$ cat src/rtl/dmem_access_unit_if.sv
// Request/response and SRAM bus of the data-memory access unit.
// slave  : the access unit itself.
// master : the MEM stage plus the SRAM (the environment around the unit).
interface dmem_access_unit_if #(
    parameter int DATA_WIDTH   = 32,
    parameter int DM_MEM_DEPTH = 4096
);
    localparam int AW = $clog2(DM_MEM_DEPTH);

    logic                  memRead;
    logic                  memWrite;
    logic [2:0]            func3;
    logic [DATA_WIDTH-1:0] addr;
    logic [DATA_WIDTH-1:0] wdata;
    logic [DATA_WIDTH-1:0] rdata;
    logic                  ready;
    logic                  err;
    logic                  mem_en;
    logic [3:0]            mem_we;
    logic [AW-1:0]         mem_addr;
    logic [DATA_WIDTH-1:0] mem_wdata;
    logic [DATA_WIDTH-1:0] mem_rdata;

    modport slave (
        input  memRead, memWrite, func3, addr, wdata, mem_rdata,
        output rdata, ready, err, mem_en, mem_we, mem_addr, mem_wdata
    );

    modport master (
        output memRead, memWrite, func3, addr, wdata, mem_rdata,
        input  rdata, ready, err, mem_en, mem_we, mem_addr, mem_wdata
    );
endinterface

$ cat src/rtl/dmem_access_unit.sv
// Data-memory access unit: turns MEM-stage load/store requests into
// accesses on a synchronous word SRAM and returns an extended load result
// with a one-cycle ready pulse. FSM: IDLE -> ACCESS (WAIT_CYCLES) -> RESP.
// Optional macro DMEM_MISALIGN_TRAP_EN: misaligned H/HU/W accesses fault
// instead of being silently force-aligned.
module dmem_access_unit #(
    parameter int DATA_WIDTH   = 32,
    parameter int DM_MEM_DEPTH = 4096,
    parameter int WAIT_CYCLES  = 1
) (
    input  logic                  clk,
    input  logic                  rst,
    dmem_access_unit_if.slave     bus
);
    localparam int         AW        = $clog2(DM_MEM_DEPTH);
    localparam logic [3:0] WAIT_LOAD = 4'(WAIT_CYCLES - 1);

    typedef enum logic [1:0] {IDLE, ACCESS, RESP} state_t;

    state_t                state;
    logic [3:0]            waitCnt;
    logic                  opStore;
    logic                  opFault;
    logic [2:0]            opFunc3;
    logic [1:0]            opOffset;
    logic [DATA_WIDTH-1:0] rdataHold;
    logic                  readyReg;
    logic                  errReg;
    logic                  memEnReg;
    logic [3:0]            memWeReg;
    logic [AW-1:0]         memAddrReg;
    logic [DATA_WIDTH-1:0] memWdataReg;

    logic                  reqFault;
    logic [1:0]            reqOffset;
    logic [3:0]            reqLanes;
    logic [DATA_WIDTH-1:0] reqWdata;
    logic [DATA_WIDTH-1:0] laneData;
    logic [DATA_WIDTH-1:0] loadData;

    // Address bits above the SRAM index wrap and are intentionally dropped.
    logic unusedAddrBits;
    assign unusedAddrBits = ^bus.addr[DATA_WIDTH-1:AW+2];

    // Decode the incoming request: size, byte lanes, replicated store data, fault.
    always_comb begin
        reqFault  = 1'b0;
        reqOffset = bus.addr[1:0];
        reqLanes  = 4'b0000;
        reqWdata  = bus.wdata;
        case (bus.func3[1:0])
            2'b00: begin
                reqLanes = 4'b0001 << reqOffset;
                reqWdata = {4{bus.wdata[7:0]}};
            end
            2'b01: begin
                // Halfword lives in the lower or upper half; addr[0] is dropped.
                reqOffset = {bus.addr[1], 1'b0};
                reqLanes  = 4'b0011 << reqOffset;
                reqWdata  = {2{bus.wdata[15:0]}};
`ifdef DMEM_MISALIGN_TRAP_EN
                reqFault  = bus.addr[0];
`endif
            end
            2'b10: begin
                reqOffset = 2'b00;
                reqLanes  = 4'b1111;
`ifdef DMEM_MISALIGN_TRAP_EN
                reqFault  = (bus.addr[1:0] != 2'b00);
`endif
            end
            default: reqFault = 1'b1;
        endcase
        // Only B/H/W/BU/HU exist; unsigned forms make no sense for stores.
        if (bus.func3 == 3'b110 || bus.func3 == 3'b111)
            reqFault = 1'b1;
        if (bus.memWrite && bus.func3[2])
            reqFault = 1'b1;
    end

    // Select the addressed lane of the SRAM word and sign/zero extend it.
    always_comb begin
        laneData = bus.mem_rdata >> {opOffset, 3'b000};
        case (opFunc3)
            3'b000:  loadData = {{24{laneData[7]}}, laneData[7:0]};
            3'b001:  loadData = {{16{laneData[15]}}, laneData[15:0]};
            3'b100:  loadData = {24'd0, laneData[7:0]};
            3'b101:  loadData = {16'd0, laneData[15:0]};
            default: loadData = laneData;
        endcase
    end

    // Access FSM with registered SRAM controls and handshake outputs.
    always_ff @(posedge clk) begin
        if (rst) begin
            state       <= IDLE;
            waitCnt     <= '0;
            opStore     <= 1'b0;
            opFault     <= 1'b0;
            opFunc3     <= '0;
            opOffset    <= '0;
            rdataHold   <= '0;
            readyReg    <= 1'b0;
            errReg      <= 1'b0;
            memEnReg    <= 1'b0;
            memWeReg    <= 4'b0000;
            memAddrReg  <= '0;
            memWdataReg <= '0;
        end else begin
            case (state)
                IDLE: begin
                    if (bus.memRead || bus.memWrite) begin
                        state       <= ACCESS;
                        waitCnt     <= WAIT_LOAD;
                        opStore     <= bus.memWrite;
                        opFault     <= reqFault;
                        opFunc3     <= bus.func3;
                        opOffset    <= reqOffset;
                        memEnReg    <= !reqFault;
                        memWeReg    <= (bus.memWrite && !reqFault) ? reqLanes : 4'b0000;
                        memAddrReg  <= bus.addr[AW+1:2];
                        memWdataReg <= reqWdata;
                    end
                end
                ACCESS: begin
                    memEnReg <= 1'b0;
                    memWeReg <= 4'b0000;
                    if (waitCnt == 4'd0) begin
                        state    <= RESP;
                        readyReg <= 1'b1;
                        errReg   <= opFault;
                        if (opFault)
                            rdataHold <= '0;
                    end else begin
                        waitCnt <= waitCnt - 4'd1;
                    end
                end
                RESP: begin
                    // Always back to IDLE so the still-held request is not taken twice.
                    state    <= IDLE;
                    readyReg <= 1'b0;
                    errReg   <= 1'b0;
                    if (!opStore && !opFault)
                        rdataHold <= loadData;
                end
                default: state <= IDLE;
            endcase
        end
    end

    // mem_rdata is already the SRAM's output register; during RESP of a good
    // load it is shaped directly, afterwards the captured copy is held.
    assign bus.rdata     = (state == RESP && !opStore && !opFault) ? loadData : rdataHold;
    assign bus.ready     = readyReg;
    assign bus.err       = errReg;
    assign bus.mem_en    = memEnReg;
    assign bus.mem_we    = memWeReg;
    assign bus.mem_addr  = memAddrReg;
    assign bus.mem_wdata = memWdataReg;
endmodule

$ cat src/flat_wrapper.sv
// flat-port wrapper written by rule: the top's interface ports become plain ports
module dmem_access_unit_flat 
#(
    parameter int DATA_WIDTH   = 32,
    parameter int DM_MEM_DEPTH = 4096,
    parameter int WAIT_CYCLES  = 1
)
  (clk, rst, bus_memRead, bus_memWrite, bus_func3, bus_addr, bus_wdata, bus_mem_rdata, bus_rdata, bus_ready, bus_err, bus_mem_en, bus_mem_we, bus_mem_addr, bus_mem_wdata);
  dmem_access_unit_if #(.DATA_WIDTH(DATA_WIDTH), .DM_MEM_DEPTH(DM_MEM_DEPTH)) bus_i ();
  input  logic clk;
  input  logic rst;
  input wire logic [$bits(bus_i.memRead)-1:0] bus_memRead;
  input wire logic [$bits(bus_i.memWrite)-1:0] bus_memWrite;
  input wire logic [$bits(bus_i.func3)-1:0] bus_func3;
  input wire logic [$bits(bus_i.addr)-1:0] bus_addr;
  input wire logic [$bits(bus_i.wdata)-1:0] bus_wdata;
  input wire logic [$bits(bus_i.mem_rdata)-1:0] bus_mem_rdata;
  output wire logic [$bits(bus_i.rdata)-1:0] bus_rdata;
  output wire logic [$bits(bus_i.ready)-1:0] bus_ready;
  output wire logic [$bits(bus_i.err)-1:0] bus_err;
  output wire logic [$bits(bus_i.mem_en)-1:0] bus_mem_en;
  output wire logic [$bits(bus_i.mem_we)-1:0] bus_mem_we;
  output wire logic [$bits(bus_i.mem_addr)-1:0] bus_mem_addr;
  output wire logic [$bits(bus_i.mem_wdata)-1:0] bus_mem_wdata;
  assign bus_i.memRead = bus_memRead;
  assign bus_i.memWrite = bus_memWrite;
  assign bus_i.func3 = bus_func3;
  assign bus_i.addr = bus_addr;
  assign bus_i.wdata = bus_wdata;
  assign bus_i.mem_rdata = bus_mem_rdata;
  assign bus_rdata = bus_i.rdata;
  assign bus_ready = bus_i.ready;
  assign bus_err = bus_i.err;
  assign bus_mem_en = bus_i.mem_en;
  assign bus_mem_we = bus_i.mem_we;
  assign bus_mem_addr = bus_i.mem_addr;
  assign bus_mem_wdata = bus_i.mem_wdata;
  dmem_access_unit #(.DATA_WIDTH(DATA_WIDTH), .DM_MEM_DEPTH(DM_MEM_DEPTH), .WAIT_CYCLES(WAIT_CYCLES)) u_core (.clk(clk), .rst(rst), .bus(bus_i));
endmodule
$ cat config.mk
export PLATFORM = sky130hd
export DESIGN_NAME = dmem_access_unit_flat
export DESIGN_NICKNAME = d
export VERILOG_FILES = /design/src/rtl/dmem_access_unit_if.sv /design/src/rtl/dmem_access_unit.sv /design/src/flat_wrapper.sv
export SDC_FILE = /design/constraint.sdc
export NUM_CORES = 1
export LEC_CHECK = 0
export CORE_UTILIZATION = 35
export CTS_BUF_LIST = sky130_fd_sc_hd__clkbuf_2 sky130_fd_sc_hd__clkbuf_4 sky130_fd_sc_hd__clkbuf_8
export CTS_CLUSTER_SIZE = 16
export DETAILED_ROUTE_END_ITERATION = 10
export HOLD_SLACK_MARGIN = 0.06
export PLACE_DENSITY = 0.78
export RECOVER_POWER = 50
export SYNTH_ARGS = -nofsm -noshare
export SYNTH_HDL_FRONTEND = slang
export SYNTH_SLANG_ARGS = --single-unit
$ cat constraint.sdc
create_clock -name clk -period 2.3 [get_ports clk]
set_clock_uncertainty 0.15 [all_clocks]
set_input_delay 0.23 -clock clk [delete_from_list [all_inputs] [get_ports clk]]
set_output_delay 0.23 -clock clk [all_outputs]
set_load 0.005 [all_outputs]
* Word level (Yosys, flattened, before mapping) *
Index checks and enable logic that the tools add are counted.

storage, ports and cells
  register bits after elaboration = 96
  input bits = 103
  logic and storage cells = 81

cells by class
  add/sub/neg operators = 1
  eq/ne operators = 14
  shift operators = 3
  multiplexer cells = 27
  reduce and logical (&&, ||, !) cells = 23

operator list
  kind                 count
  $mux 32              4
  $pmux 32 s2          2
  $pmux 32 s4          1
  $shr 32x5->32        1
  $mux 4               4
  $pmux 4 s2           2
  $eq 3x3->1 const B   4
  $pmux 4 s3           1
  $ne 2x1->1 const B   4
  $pmux 2 s2           2
  $reduce_and 2->1     4
  $mux 1               6
  $pmux 1 s2           3
  $logic_and 1x1->1    5
  $eq 2x1->1 const B   2
  $eq 2x2->1 const B   2
  $logic_not 2->1      2
  $logic_not 4->1      1
  $mux 2               2
  $reduce_and 4->1     1
  $reduce_bool 2->1    2
  $shl 1x2->4 const A  1
  $shl 2x2->4 const A  1
  $sub 4x1->4 const B  1
  other kinds (7)      10

* Depth between registers and ports, before layout *
Gate-level depths: netlist (run 1).

  word-level depth = 10
  depth in mapped cells = 7

* Worst setup path before layout (run 1) *
No wires, ideal clock.

  kind = flip-flop to output port
  from = register u_core.opOffset[0]
  to = output bus_rdata[24]
  data arrival time = 1736 ps
  slack = 184 ps
  stages on the path, launching flop included = 7
  path buffers = 2
  cells stage by stage = dfxtp_1 buf_6 mux2_1 mux4_2 and3_4 buf_6 a221o_1

on the way
  longest elaborated chain between the ends = 3

ends and longest elaborated chain
  item                    RTL line                 source
  start, declared         dmem_access_unit.sv:25   logic [1:0] opOffset;
  start signal, assigned  dmem_access_unit.sv:118  opOffset <= reqOffset;
  $shr 32x5->32           dmem_access_unit.sv:83   laneData = bus.mem_rdata >> {opOffset, 3'b000};
  $pmux 32 s4             dmem_access_unit.sv:84   case (opFunc3)
  $mux 32                 dmem_access_unit.sv:153  assign bus.rdata = (state == RESP && !opStore && !opFault) ? loadData : rdataHold;
  end, declared           flat_wrapper.sv:18       output wire logic [$bits(bus_i.rdata)-1:0] bus_rdata;

Every way passes these cells.

* Worst setup path in the final report (run 1) *
  from = register u_core.opOffset[0]
  to = output bus_rdata[26]

The elaborated chain is that of the path after synthesis.

==> results of run 1 <==
power by group:
group / internal, uW / switching (uW) / leakage, uW / total [uW]
Sequential: 1790 / 72.8 / 0.000788 / 1860
Clock: 503 / 612 / 0.0000994 / 1110
Combinational: 658 / 586 / 0.00236 / 1240
per-layer routing:
layer,vias up,global-route usage (%)
li1,2463,-
met3,63,8.75
met4,0,11.1
met1,2530,27.4
met5,-,0
met2,336,42.8
worst register-to-register path, stage by stage, from the launching register on:
cell,delay [ps]
dfxtp_2,330
or4b_4,600
buf_12,170
buf_8,120
buf_8,120
buf_8,140
nor2_4,130
nand2_1,240
o221ai_1,260
stage by stage:
stage / worst slack, ps / utilization, % / hold slack, ps / instances / area [um2]
finish: -389 / 60.3 / 248 / 967 / 7670
global route: -447 / 60.3 / 253 / 967 / 7670
CTS: -377 / 58.5 / 231 / 954 / 7450
detailed placement: -512 / 53.8 / 296 / 906 / 6840
global placement: -444 / 53.8 / 292 / 906 / 6840
floorplan: 184 / - / 197 / 546 / 4620
path summary, 6_finish.rpt:
kind,start,endpoint,slack [ps]
hold / removal,bus_addr[7],u_core.bus.mem_addr[5]$_SDFFE_PP0P_,250
hold reg to reg,u_core.bus.mem_we[1]$_SDFFE_PP0P_,u_core.bus.mem_we[1]$_SDFFE_PP0P_,310
setup reg to reg,u_core.state[0]$_SDFFE_PP0P_,u_core.rdataHold[20]$_SDFFE_PP0P_,-30
setup / recovery,u_core.opOffset[0]$_SDFFE_PP0P_,bus_rdata[26],-390
flip-flops by register name (all words and copies together) (netlist names):
signal,cells
u_core.bus.mem_addr,12
u_core.bus.mem_wdata,32
u_core.bus.err,1
u_core.bus.mem_we,4
u_core.waitCnt,4
u_core.bus.mem_en,1
u_core.rdataHold,32
u_core.opFault,1
u_core.opStore,1
u_core.opOffset,2
u_core.bus.ready,1
u_core.opFunc3,3
u_core.state,2
area by class of cell:
type                            instances  area, um2
Clock inverter                          7       70.1
Inverter                                8       30.0
Multi-Input combinational cell        399       2730
Timing Repair Buffer                  276       2580
Clock buffer                            9        124
Fill cell                            1084       5050
Tap cell                              172        215
Sequential cell                        96       1930
kinds of logic (layout without fill, tap and decap cells):
| family | count (synthesis) | in the layout |
|---|---|---|
| AO/OA/AOI/OAI | 169 | 169 |
| multiplexers | 24 | 24 |
| XOR/XNOR | 2 | 2 |
| flip-flops | 96 | 96 |
| AND/OR/NAND/NOR | 197 | 197 |
| adder cells (fa/ha/maj) | 7 | 7 |
| buffers and inverters | 51 | 300 |
cell usage after synthesis, drive strengths merged (4+ instances only):
master / count / share of area [%]
a311oi: 8 / 1.5
o221ai: 8 / 1.5
nor3: 5 / 0.65
o21a: 4 / 0.65
mux2: 7 / 1.8
nor2: 37 / 3.1
nor2b: 9 / 1.2
nand2b: 9 / 1.2
a22o: 16 / 3.0
nand3: 11 / 1.2
o211ai: 13 / 2.1
inv: 8 / 0.65
nand2: 109 / 8.9
a32oi: 8 / 1.5
ha: 7 / 1.9
and2: 6 / 0.81
a221o: 9 / 2.0
mux2i: 15 / 3.3
a211oi: 19 / 3.1
a21oi: 46 / 5.0
clkbuf: 27 / 2.2
a221oi: 8 / 1.5
o21ai: 20 / 2.2
buf: 16 / 1.9
dfxtp: 96 / 42
timing repair:
action                                  4_1_cts  5_1_grt
endpoints found under the hold margin         4        0
gates resized for setup                     171       59
pin swaps                                    19       25
endpoints found under the setup margin       34       44
cloned                                        1        0
hold buffers                                  1        0
setup buffers                                30       17
==> impl_metrics.csv, run 1 <==
group,metric,value,unit
floorplanning,fp.coreArea,0.0127,mm2
synth,synth_fa_ha_area_share,1.90,%
floorplanning,fp.dieArea,0.0137,mm2
synth,synth_ff_type,"dfxtp_1",
grt,antenna_found_initial,0,
sta,setup_viol,36,
worst_setup_path,worstPathRequired,1920,ps
detailed_routing,wl_met3,1950,um
floorplanning,start_util,36.3,%
sta,slew_headroom,56.5,%
final_layout,nNetsFinal,900,
sta,fin_setup_tns,-6360,ps
clocking,cts.path.max_buffers,2,
worst_setup_path,crit_slowest_cell,"mux4_2",
worst_setup_path,cp.depth,6,
synth,muxShareOfSynthArea,6.02,%
grt,grt_pass1_vias,5149,
detailed_routing,viasPerCell,5.58,
floorplanning,die_w,117,um
synth,synthDistinctLibCells,54,
sta,max_freq,372,MHz
synth,synth_top_family_by_area,"compound AO/OA/AOI/OAI gates",
synth,yosysWarnings,0,
synth,ys_seq_elements,96,
floorplanning,io_pins,186,
worst_setup_path,critPathKind,"reg2out",
worst_setup_path,worstPathArrival,2310,ps
grt,track_usage,24.8,%
power_and_ir_drop,peakVddDrop,0.305,mV
synth,synth-compound-area-share,25.8,%
grt,grt_pass1_wl,26000,um
sta,rsz0062_at_grt,"yes",
detailed_routing,wl_met2,8300,um
power_and_ir_drop,power,4220,uW
worst_setup_path,critPathLaunchType,"register",
detailed_routing,detail_route.first_pass.iterations,5,
grt,grt_max_degree,53,
detailed_routing,met1_length,6650,um
detailed_routing,drt-wirelength-per-cell,18.2,um
sta,report.final.slew_viol_count,0,
worst_hold_path,hp-class,"in2reg",
clocking,clock_sinks,96,
grt,grt-ovfl-total,0,
clocking,cts_buffers,9,
placed_design,dp_hpwl,11500,um
sta,setup_slack,-389,ps
floorplanning,die_h,117,um
synth,synthesis.nets,656,
power_and_ir_drop,power.leakage,0.00325,uW
detailed_routing,drt_iter0_markers,479,
final_layout,final_common_cell,"nand2_1",
synth,synth-xor-area-share,0.380,%
sta,hold_viol,0,
final_layout,layout_common_cells,"nand2_1 (94), dfxtp_1 (93), clkdlybuf4s50_1 (83)",
sta,min_period,2690,ps
worst_setup_path,end_kind,"primary output",
detailed_routing,ant_nets,0,
outcome,violations,"setup timing",
worst_hold_path,hold_path_depth,3,
detailed_routing,vias,5392,
sta,tightest_slew,651,ps
run,maxCapViolations,0,
clocking,clk_pin_slew,90,ps
clocking,cts_tree,"built",
final_layout,area_growth,66.3,%
power_and_ir_drop,cellPowerDensity,550,mW/mm2
placed_design,portBuffers,167,
synth,synth_edf_count,0,
clocking,cts-root-buf,"clkbuf_8",
synth,async_flop_share,0,%
synth,synth_simple_gate_area_share,19.5,%
synth,syn_inst,546,
final_layout,drive_above_1_share,26.5,%
worst_setup_path,r2r_cells,8,
detailed_routing,route.detailed.drc,0,
worst_setup_path,crit_path_cell_trace,"mux2_4 > mux4_2 > and3_4 > buf_6 > a221o_1 > buf_2",
outcome,status,"complete, but fails checks",
synth,synthesis.area,0.00462,mm2
synth,syn_avg_cell_area,8.45,um2
clocking,h-tree-depth,3,
detailed_routing,top_layer,"met4",
placed_design,gp_congestion,0.922,
worst_setup_path,critPathMaxFanout,6,
synth,ys_seq_area_share,41.6,%
sta,period_share,117,%
final_layout,antennaDiodeCount,0,
worst_setup_path,max_stage_delay,490,ps
clocking,clk_latency,370,ps
worst_setup_path,crit_family,"multiplexers",
floorplanning,std_cell_rows,41,
worst_setup_path,crit_buf_inv,2,
detailed_routing,drt_wl_total,17600,um
No activity file was read; power rests on OpenSTA's default activity.
==> inputs of run 2 (changes only) <==
CORE_MARGIN = 5   (was not set)
==> run 2 against run 1 <==
The run still ends with setup timing left. First-iteration DRC count is 36% lower. Sequential power about the same. Global-route usage fell by 3.6 points. Die area up 14%. Total power decreased by 3.8%. Utilization fell by 3.2 points. Via count down 6.6%. Sequential share of layout area up 0.64 points. Worst setup slack improved by 16 ps.
==> impl_metrics.csv, run 2 (synthesis gave the netlist of run 1 again) <==
group,metric,value,unit
sta,tightest_slew,809,ps
power_and_ir_drop,peakVddDrop,0.414,mV
sta,fin_setup_tns,-6440,ps
worst_setup_path,critPathLaunchType,"register",
clocking,clock_sinks,96,
grt,grt_pass1_wl,26800,um
grt,grt_max_degree,48,
final_layout,antennaDiodeCount,0,
floorplanning,fp.coreArea,0.0131,mm2
final_layout,layout_common_cells,"nand2_1 (103), dfxtp_1 (92), clkdlybuf4s50_1 (83)",
run,maxCapViolations,0,
worst_setup_path,critPathMaxFanout,7,
worst_setup_path,worstPathRequired,1920,ps
clocking,cts_tree,"built",
final_layout,drive_above_1_share,24.5,%
clocking,clk_latency,370,ps
detailed_routing,route.detailed.drc,0,
final_layout,fillers,1149,
floorplanning,fp.dieArea,0.0156,mm2
worst_setup_path,end_kind,"primary output",
clocking,cts_hold_buf,0,
placed_design,portBuffers,167,
floorplanning,start_util,35.3,%
power_and_ir_drop,p_clk_share,24.9,%
detailed_routing,viasPerCell,5.20,
outcome,status,"complete, but fails checks",
power_and_ir_drop,power.switching,1210,uW
final_layout,utilization,57.2,%
clocking,cts_buffers,9,
placed_design,dp_hpwl,12400,um
power_and_ir_drop,cellPowerDensity,542,mW/mm2
clocking,cts.path.max_buffers,2,
worst_setup_path,worstPathArrival,2290,ps
power_and_ir_drop,p_int,2850,uW
power_and_ir_drop,pwr-share-seq,45.7,%
sta,setup_slack,-373,ps
sta,setup_viol,29,
sta,hold_viol,0,
detailed_routing,vias,5038,
sta,rsz0062_at_grt,"yes",
clocking,cts-root-buf,"clkbuf_8",
detailed_routing,ant_nets,0,
sta,max_freq,374,MHz
floorplanning,io_pins,186,
sta,report.final.slew_viol_count,0,
power_and_ir_drop,power.leakage,0.00325,uW
floorplanning,std_cell_rows,42,
sta,period_share,116,%
detailed_routing,drt_iter0_markers,307,
sta,holdWs,230,ps
grt,grt-ovfl-total,0,
sta,slew_headroom,46.1,%
final_layout,final_common_cell,"nand2_1",
detailed_routing,detail_route.first_pass.iterations,4,
placed_design,gp_congestion,0.919,
outcome,violations,"setup timing",
floorplanning,die_h,125,um
power_and_ir_drop,p_sw_share,29.8,%
final_layout,nNetsFinal,899,
grt,track_usage,21.1,%
sta,min_period,2670,ps
grt,antenna_found_initial,0,
power_and_ir_drop,power,4060,uW
grt,grt_pass1_vias,5053,
worst_setup_path,critPathKind,"reg2out",
detailed_routing,drt_wl_total,17000,um
power_and_ir_drop,pwr-share-comb,29.4,%
final_layout,area_growth,62.0,%
floorplanning,die_w,125,um
detailed_routing,drt-wirelength-per-cell,17.5,um
clocking,h-tree-depth,3,
clocking,clk_pin_slew,90,ps
worst_hold_path,hp-class,"in2reg",
run 2: timing repair:
action | CTS | global route
cloned | 1 | 1
pin swaps | 16 | 12
setup buffers | 22 | 17
resized for setup | 159 | 24
setup endpoints to repair | 32 | 55
run 2: final cells by class:
cell class	count	area [um2]	share of cell area, %
inverters	8	30.0	0.402
clock inverters	3	20.0	0.268
clock buffers	12	146	1.96
flip-flops and latches	96	1930	25.8
multi-input cells	399	2630	35.1
well taps	176	220	2.94
repair buffers	275	2500	33.5
run 2: path summary, 6_finish.rpt:
| path | start | to | slack (ps) | cells after the start |
|---|---|---|---|---|
| setup / recovery | u_core.opOffset[0]$_SDFFE_PP0P_ | bus_rdata[28] | -370 | 6 |
| hold / removal | rst | u_core.opStore$_SDFFE_PP0P_ | 230 | 3 |
| setup reg to reg | u_core.state[1]$_SDFFE_PP0P_ | u_core.opOffset[1]$_SDFFE_PP0P_ | 10 | 6 |
| hold reg to reg | u_core.bus.mem_wdata[4]$_SDFFE_PP0P_ | u_core.bus.mem_wdata[4]$_SDFFE_PP0P_ | 300 | 2 |
run 2: metrics by stage:
step / setup slack (ps) / area, um2 / std cells
finish: -373 / 7480 / 969
global placement: -493 / 6890 / 916
CTS: -370 / 7260 / 953
floorplan: 184 / 4620 / 546
detailed placement: -510 / 6890 / 916
global route: -434 / 7480 / 969
run 2: power by group through the flow:
stage          Clock [uW]  Combinational, uW  Sequential (uW)
5_1_grt              1120               1300             1870
4_1_cts              1040               1180             1860
3_3_place_gp            0               1130             1890
2_1_floorplan           0                458             1890
3_5_place_dp            0               1150             1890
6_report             1010               1190             1850
run 2: critical path: stages, from the launching register on:
cell and delay, ps:
dfxtp_4 410, mux2_4 320, mux4_2 490, and3_4 200
buf_6 120, a221o_1 270, buf_2 130
run 2: routing by layer:
layer	vias to the layer above	track usage, %	routed length [um]
met5	-	0	0
met4	0	7.08	424
met3	28	10.6	1890
met2	206	33.5	7720
met1	2346	24.9	6930
li1	2458	-	-
==> inputs of run 3 (changes only) <==
MAX_ROUTING_LAYER = met4   (was not set)
==> run 3 against run 2 <==
The run still ends with setup timing left. Global-route usage up 0.40 points. Sequential power about the same. Non-clock buffer count down 19. Cell count down 1.9%. Worst setup slack better by 4.6 ps. Sequential share of layout area up 0.56 points. Flip-flop and latch count unchanged.
==> impl_metrics.csv, run 3 (synthesis gave the netlist of run 1 again) <==
group,metric,value,unit
placed_design,gp_congestion,0.953,
detailed_routing,ant_nets,0,
worst_setup_path,end_kind,"primary output",
final_layout,area_growth,58.6,%
sta,rsz0062_at_grt,"yes",
floorplanning,io_pins,186,
clocking,h-tree-depth,3,
clocking,cts.path.max_buffers,2,
sta,hold_viol,0,
power_and_ir_drop,power,4070,uW
sta,setup_slack,-368,ps
power_and_ir_drop,cellPowerDensity,556,mW/mm2
grt,grt_max_degree,48,
final_layout,drive_above_1_share,22.5,%
sta,fin_setup_tns,-5460,ps
final_layout,layout_common_cells,"nand2_1 (98), dfxtp_1 (92), clkdlybuf4s50_1 (83)",
placed_design,portBuffers,167,
sta,max_freq,375,MHz
detailed_routing,detail_route.first_pass.iterations,6,
power_and_ir_drop,power.leakage,0.00310,uW
sta,tightest_slew,680,ps
sta,setup_viol,28,
detailed_routing,viasPerCell,5.37,
placed_design,dp_hpwl,12400,um
clocking,clk_latency,380,ps
outcome,status,"complete, but fails checks",
floorplanning,std_cell_rows,42,
sta,min_period,2670,ps
grt,grt_pass1_vias,5108,
sta,period_share,116,%
run,maxCapViolations,0,
placed_design,place_ws,-496,ps
sta,report.final.slew_viol_count,0,
clocking,clock_sinks,96,
worst_setup_path,critPathLaunchType,"register",
detailed_routing,drt_wl_total,16800,um
final_layout,nNetsFinal,880,
detailed_routing,drt-wirelength-per-cell,17.7,um
worst_setup_path,worstPathRequired,1920,ps
worst_setup_path,critPathKind,"reg2out",
power_and_ir_drop,peakVddDrop,0.504,mV
grt,track_usage,21.5,%
worst_setup_path,critPathMaxFanout,6,
clocking,clk_pin_slew,90,ps
detailed_routing,vias,5111,
worst_hold_path,hp-class,"in2reg",
grt,antenna_found_initial,0,
detailed_routing,route.detailed.drc,0,
grt,grt-ovfl-total,0,
placed_design,postPlaceCellArea,0.00690,mm2
clocking,cts_tree,"built",
floorplanning,start_util,35.3,%
final_layout,instances_no_fill,951,
placed_design,place_inst,914,
worst_setup_path,worstPathArrival,2290,ps
final_layout,antennaDiodeCount,0,
floorplanning,die_h,125,um
clocking,cts-root-buf,"clkbuf_8",
detailed_routing,drt_iter0_markers,366,
final_layout,design_area,0.00732,mm2
floorplanning,fp.dieArea,0.0156,mm2
sta,slew_headroom,54.5,%
clocking,cts_buffers,9,
floorplanning,fp.coreArea,0.0131,mm2
final_layout,final_common_cell,"nand2_1",
floorplanning,die_w,125,um
grt,grt_pass1_wl,26500,um
outcome,violations,"setup timing",
==> run 3: layout make-up <==
cell class	instances	area, um2
fillers	1185	5770
multi-input cells	399	2590
repair buffers	256	2360
flip-flops and latches	96	1930
well taps	176	220
clock buffers	12	153
clock inverters	4	30.0
inverters	8	30.0
==> run 3: power by group <==
group	total (uW)	switching, uW	internal [uW]
Combinational	1160	542	613
Clock	1060	609	450
Sequential	1860	69.2	1790
==> run 3: path summary, 6_finish.rpt <==
kind | cells past startpoint | startpoint | to | slack (ps)
worst max register to register | 6 | u_core.state[1]$_SDFFE_PP0P_ | u_core.opFault$_SDFFE_PP0P_ | 100
worst max-delay path | 6 | u_core.opOffset[0]$_SDFFE_PP0P_ | bus_rdata[28] | -370
worst min register to register | 2 | u_core.bus.mem_addr[11]$_SDFFE_PP0P_ | u_core.bus.mem_addr[11]$_SDFFE_PP0P_ | 310
worst min-delay path | 3 | rst | u_core.state[1]$_SDFFE_PP0P_ | 210
==> run 3: layer usage <==
layer / global-route usage, % / part of all wire [%] / vias up
li1: - / - / 2437
met5: - / 0 / -
met3: 7.63 / 9.7 / 25
met1: 25.7 / 42 / 2400
met4: 8.23 / 2.6 / 0
met2: 33.4 / 46 / 249
==> run 3: worst max-delay path, stage by stage (launching register included) <==
cell and delay (ps):
dfxtp_4 400, mux2_4 320, mux4_2 490, and3_4 200
buf_6 120, a221o_1 260, buf_2 130
==> run 3: through the flow <==
stage / hold slack, ps / utilization (%)
6_report: 209 / 55.9
3_3_place_gp: 292 / 52.8
2_1_floorplan: 197 / -
4_1_cts: 205 / 55.8
3_5_place_dp: 300 / 52.8
5_1_grt: 223 / 55.9
==> run 3: timing repair <==
action                                  4_1_cts  5_1_grt
buffers inserted                             16        6
hold buffers                                  0        0
gates resized for setup                     154       21
pin swaps                                     8        8
cloned                                        2        2
endpoints found under the setup margin       32       35
